File: src/rtl/button_conditioner_pkg.sv
// Shared definitions for the button conditioner: per-channel FSM encoding
// and the default debounce length.
package button_conditioner_pkg;

    typedef enum logic [1:0] {
        IDLE         = 2'd0,
        PRESS_WAIT   = 2'd1,
        PRESSED      = 2'd2,
        RELEASE_WAIT = 2'd3
    } btn_state_e;

    // 10 ms at the 5 MHz base clock.
    localparam int unsigned DEBOUNCE_CYCLES_DEFAULT = 50000;

endpackage

File: src/rtl/button_conditioner_channel.sv
// One debounced button channel: two-flop synchronizer, four-state debounce
// FSM with a saturating stability counter, and registered level/pulse outputs.
module button_channel
    import button_conditioner_pkg::*;
#(
    parameter int unsigned DEBOUNCE_CYCLES = DEBOUNCE_CYCLES_DEFAULT
) (
    input  logic clk,
    input  logic rst_ni,
    input  logic btn_i,
    output logic level_o,
    output logic press_o,
    output logic release_o
);

    localparam int unsigned   CW      = $clog2(DEBOUNCE_CYCLES + 1);
    localparam logic [CW-1:0] CNT_MAX = CW'(DEBOUNCE_CYCLES);
    localparam logic [CW-1:0] CNT_ONE = CW'(1);

    logic [1:0]    sync_q;
    btn_state_e    state_q, state_d;
    logic [CW-1:0] cnt_q, cnt_d;
    logic          level_q, level_d;
    logic          press_q, press_d;
    logic          release_q, release_d;
    logic          s;

    assign s = sync_q[1];

    always_ff @(posedge clk or negedge rst_ni) begin
        if (!rst_ni) begin
            sync_q    <= '0;
            state_q   <= IDLE;
            cnt_q     <= '0;
            level_q   <= 1'b0;
            press_q   <= 1'b0;
            release_q <= 1'b0;
        end else begin
            sync_q    <= {sync_q[0], btn_i};
            state_q   <= state_d;
            cnt_q     <= cnt_d;
            level_q   <= level_d;
            press_q   <= press_d;
            release_q <= release_d;
        end
    end

    always_comb begin
        state_d   = state_q;
        cnt_d     = '0;
        press_d   = 1'b0;
        release_d = 1'b0;
        unique case (state_q)
            IDLE: begin
                if (s) begin
                    state_d = PRESS_WAIT;
                    cnt_d   = CNT_ONE;
                end
            end
            PRESS_WAIT: begin
                if (!s) begin
                    state_d = IDLE;
                end else if (cnt_q == CNT_MAX) begin
                    state_d = PRESSED;
                    press_d = 1'b1;
                end else begin
                    cnt_d = cnt_q + 1'b1;
                end
            end
            PRESSED: begin
                if (!s) begin
                    state_d = RELEASE_WAIT;
                    cnt_d   = CNT_ONE;
                end
            end
            RELEASE_WAIT: begin
                if (s) begin
                    state_d = PRESSED;
                end else if (cnt_q == CNT_MAX) begin
                    state_d   = IDLE;
                    release_d = 1'b1;
                end else begin
                    cnt_d = cnt_q + 1'b1;
                end
            end
            default: state_d = IDLE;
        endcase
        // Level is registered from the next state so it changes with the pulse.
        level_d = (state_d == PRESSED) || (state_d == RELEASE_WAIT);
    end

    assign level_o   = level_q;
    assign press_o   = press_q;
    assign release_o = release_q;

endmodule

File: src/rtl/button_conditioner.sv
// Debounces WIDTH independent raw button inputs (bit 0 = submit, bit 1 =
// advance) into clean levels plus one-cycle press/release pulses.
module button_conditioner
    import button_conditioner_pkg::*;
#(
    parameter int unsigned WIDTH           = 2,
    parameter int unsigned DEBOUNCE_CYCLES = DEBOUNCE_CYCLES_DEFAULT
) (
    input  logic             clk,
    input  logic             reset,
    input  logic [WIDTH-1:0] btn_in,
    output logic [WIDTH-1:0] btn_level,
    output logic [WIDTH-1:0] btn_press,
    output logic [WIDTH-1:0] btn_release
);

    for (genvar g = 0; g < WIDTH; g++) begin : g_ch
        button_channel #(
            .DEBOUNCE_CYCLES(DEBOUNCE_CYCLES)
        ) u_channel (
            .clk      (clk),
            .rst_ni   (reset),
            .btn_i    (btn_in[g]),
            .level_o  (btn_level[g]),
            .press_o  (btn_press[g]),
            .release_o(btn_release[g])
        );
    end

endmodule

File: config.mk
export PLATFORM = sky130hd
export DESIGN_NAME = button_conditioner
export DESIGN_NICKNAME = d
export VERILOG_FILES = /design/src/rtl/button_conditioner_pkg.sv /design/src/rtl/button_conditioner_channel.sv /design/src/rtl/button_conditioner.sv
export SDC_FILE = /design/constraint.sdc
export NUM_CORES = 1
export LEC_CHECK = 0
export CORE_MARGIN = 2
export CORE_UTILIZATION = 59
export DETAILED_ROUTE_END_ITERATION = 10
export PLACE_DENSITY = 0.78
export SYNTH_ARGS = -nofsm -noshare
export SYNTH_HDL_FRONTEND = slang
export SYNTH_SLANG_ARGS = --single-unit
File: constraint.sdc
create_clock -name clk -period 2.2 [get_ports clk]
set_input_delay 0.44 -clock clk [delete_from_list [all_inputs] [get_ports clk]]
set_output_delay 0.44 -clock clk [all_outputs]
set_load 0.03 [all_outputs]
==> out/metrics.yaml <==
antennaDiodeCount: 0
ff2ff_path_depth: 5
grt_max_degree: 47
cp.depth: 5
power_frac_seq_pct: 56.1
clock_latency_ps: 300
synth_area_sq_um: 2190
maxSlewViolCount: 0
rsz0062_at_grt: "false"
end_kind: "flop"
cap_violations: 0
grt_pass1_wl_mm: 6.59
clockBufferDepth: 2
antenna_left: 0
grt-ovfl-total: 0
cts_tree: "done"
max_clock_freq_mhz: 512
nFillCells: 283
wl_per_cell_microns: 14.5
ir_drop_mv: 0.484
fin_hold_ws_ps: 208
yosysWarnings: 0
firstDrtPassIters: 6
hold_viol: 0
relSlewSlack_pct: 62.8
pin_count: 10
crit_family: "simple AND/OR/NAND/NOR gates"
htree_levels: 2
post-cts-setup-buffer-count: 0
p_switching_mw: 0.333
die_y_microns: 64.9
critPathKind: "flop to flop"
hold_buffers: 0
route.vias.total: 1475
fin_setup_tns_ps: 0
drc: 0
yosysSeqAreaShare_pct: 52.5
cp_slowest_cell: "or4b_4"
min_path_type: "primary input to async pin"
path_max_fanout: 5
most-common-layout-cells: "46 x dfrtp_1, 37 x nor2_1, 25 x xnor2_1"
final_util_pct: 66.4
setup_violations: 0
core_area_sq_um: 3610
synth_fp_nets: 213
internal_power_mw: 1.21
layout_commonest_cell: "dfrtp_1"
cp-startpoint: "g_ch[1].u_channel.cnt_q[0]$_DFF_PN0_"
tightestPinTransition_ps: 558
cts_sinks: 46
hpwl_mm: 2.67
leakagePower_nw: 0.944
io_buffers: 9
num_rows: 22
nNetsFinal: 222
ctsResizeCount: 0
avgSynthCellArea_sq_um: 10.7
die_area_sq_um: 4220
worstPathRequired_ps: 2390
clk_pin_slew_worst_paths_ps: 80
fin_crit_ps: 1950
die-width_microns: 64.9
syn_to_final_growth_pct: 9.25
gp_congestion: 0.840
switching_share_pct: 21.6
r2r-start: "g_ch[1].u_channel.cnt_q[0]$_DFF_PN0_"
yosysUniqueCellTypes: 28
start_kind: "flop"
synthCells: 205
synth_seq_cells: 46
drt_wl_total_mm: 3.82
cts_buffers: 5
antenna_found_initial: 0
avgViaCountPerCell: 5.61
cp.arrival_ps: 2150
min_period_over_period_pct: 88.9
cts_root_buf: "clkbuf_8"
grt.total_usage_pct: 20.8
critPathBufInv: 1
initial_core_util_pct: 60.8
r2r_slack_ps: 250
combPwrFrac_pct: 3.6
outcome: "finished, final reports clean"
fin_worst_skew_ps: 4.08
pwr-share-clk_pct: 40.3
drive_above_1_share_pct: 8.37
pwr_density_cell_nw_per_um2: 645
critPathMaxStageDelay_ps: 500
grt_pass1_vias: 1484
worstReg2RegEnd: "g_ch[1].u_channel.level_o$_DFF_PN0_"
cp_cell_sequence: "inv_1, ha_1, or4b_4, nor4_4, mux2_2"
critPathCapture: "g_ch[1].u_channel.level_o$_DFF_PN0_"
drt_iter0_markers: 104
## worst min-delay path by stage
stage,to,slack [ps],depth (start not counted)
2_1_floorplan,g_ch[0].u_channel.cnt_q[0]$_DFF_PN0_,140,0
3_3_place_gp,g_ch[0].u_channel.sync_q[1]$_DFF_PN0_,330,0
3_5_place_dp,g_ch[1].u_channel.sync_q[1]$_DFF_PN0_,340,0
4_1_cts,g_ch[0].u_channel.level_o$_DFF_PN0_,220,2
5_1_grt,g_ch[0].u_channel.press_o$_DFF_PN0_,250,2
6_report,g_ch[0].u_channel.press_o$_DFF_PN0_,210,2
## metal layers
layer | up-vias | share of wire (%) | GRT usage, %
li1 | 709 | - | -
met1 | 726 | 41 | 24.4
met2 | 30 | 53 | 35.6
met3 | 10 | 3.3 | 4.51
met4 | 0 | 2.3 | 11.2
met5 | - | 0 | 0
## through the flow
stage	std cells	setup WS (ps)	cell area [sq um]	power, mW
6_report	263	245	2390	1.54
5_1_grt	263	121	2390	1.60
4_1_cts	263	236	2390	1.56
3_5_place_dp	255	249	2280	0.940
3_3_place_gp	255	309	2280	0.934
2_1_floorplan	205	335	2190	0.911
## state kept, by name, indices dropped and copies added (netlist names)
name	count
g_ch.u_channel.state_q	4
g_ch.u_channel.cnt_q	32
g_ch.u_channel.level_o	2
g_ch.u_channel.sync_q	4
g_ch.u_channel.release_o	2
g_ch.u_channel.press_o	2
## cell families after synthesis
logic type,synth area share (%)
and+or+nand+nor,26.0
DFF,52.5
xor gates and xnor gates,12.0
buffers and inverters,4.80
muxes,2.06
adders and majority gates,2.28
AOI/OAI and AO/OA,0.343
## area by class of cell
| class | instances | area, sq um | share of cell area, % |
|---|---|---|---|
| repair buffers | 10 | 92.6 | 3.87 |
| multi-input cells | 140 | 935 | 39.0 |
| inverters | 11 | 41.3 | 1.73 |
| well taps | 48 | 60.1 | 2.51 |
| clock buffers | 5 | 68.8 | 2.88 |
| flip-flops and latches | 46 | 1150 | 48.1 |
| clock inverters | 3 | 45.0 | 1.88 |
## power groups by stage
stage / clock network (mW) / registers [mW] / logic (mW)
floorplan: 0 / 0.881 / 0.0309
detailed placement: 0 / 0.883 / 0.0563
global route: 0.669 / 0.868 / 0.0639
global placement: 0 / 0.882 / 0.0525
finish: 0.622 / 0.866 / 0.0549
CTS: 0.637 / 0.867 / 0.0569
## cells in the mapped netlist
cell,instances,area share (%)
clkbuf_1,1,0.17
nand4_1,10,2.9
and3b_1,2,0.80
or4b_4,1,0.63
buf_8,1,0.69
xnor2_1,25,10
nand2_1,9,1.5
and3_1,1,0.29
nand4b_1,1,0.40
nor4_4,2,1.9
mux2_2,4,2.1
nor4_1,8,2.3
or4_1,1,0.34
ha_1,4,2.3
and2_1,2,0.57
dfrtp_1,46,53
nor4bb_1,1,0.46
nand3b_4,1,0.91
nor3_1,8,1.8
xor2_1,5,2.0
nand3_1,11,2.5
nor3b_1,3,1.0
nand3b_1,1,0.34
buf_4,6,2.1
nor2_1,37,6.3
a21boi_0,1,0.34
and4b_1,2,0.91
inv_1,11,1.9
Power figures use the tool's default switching activity.
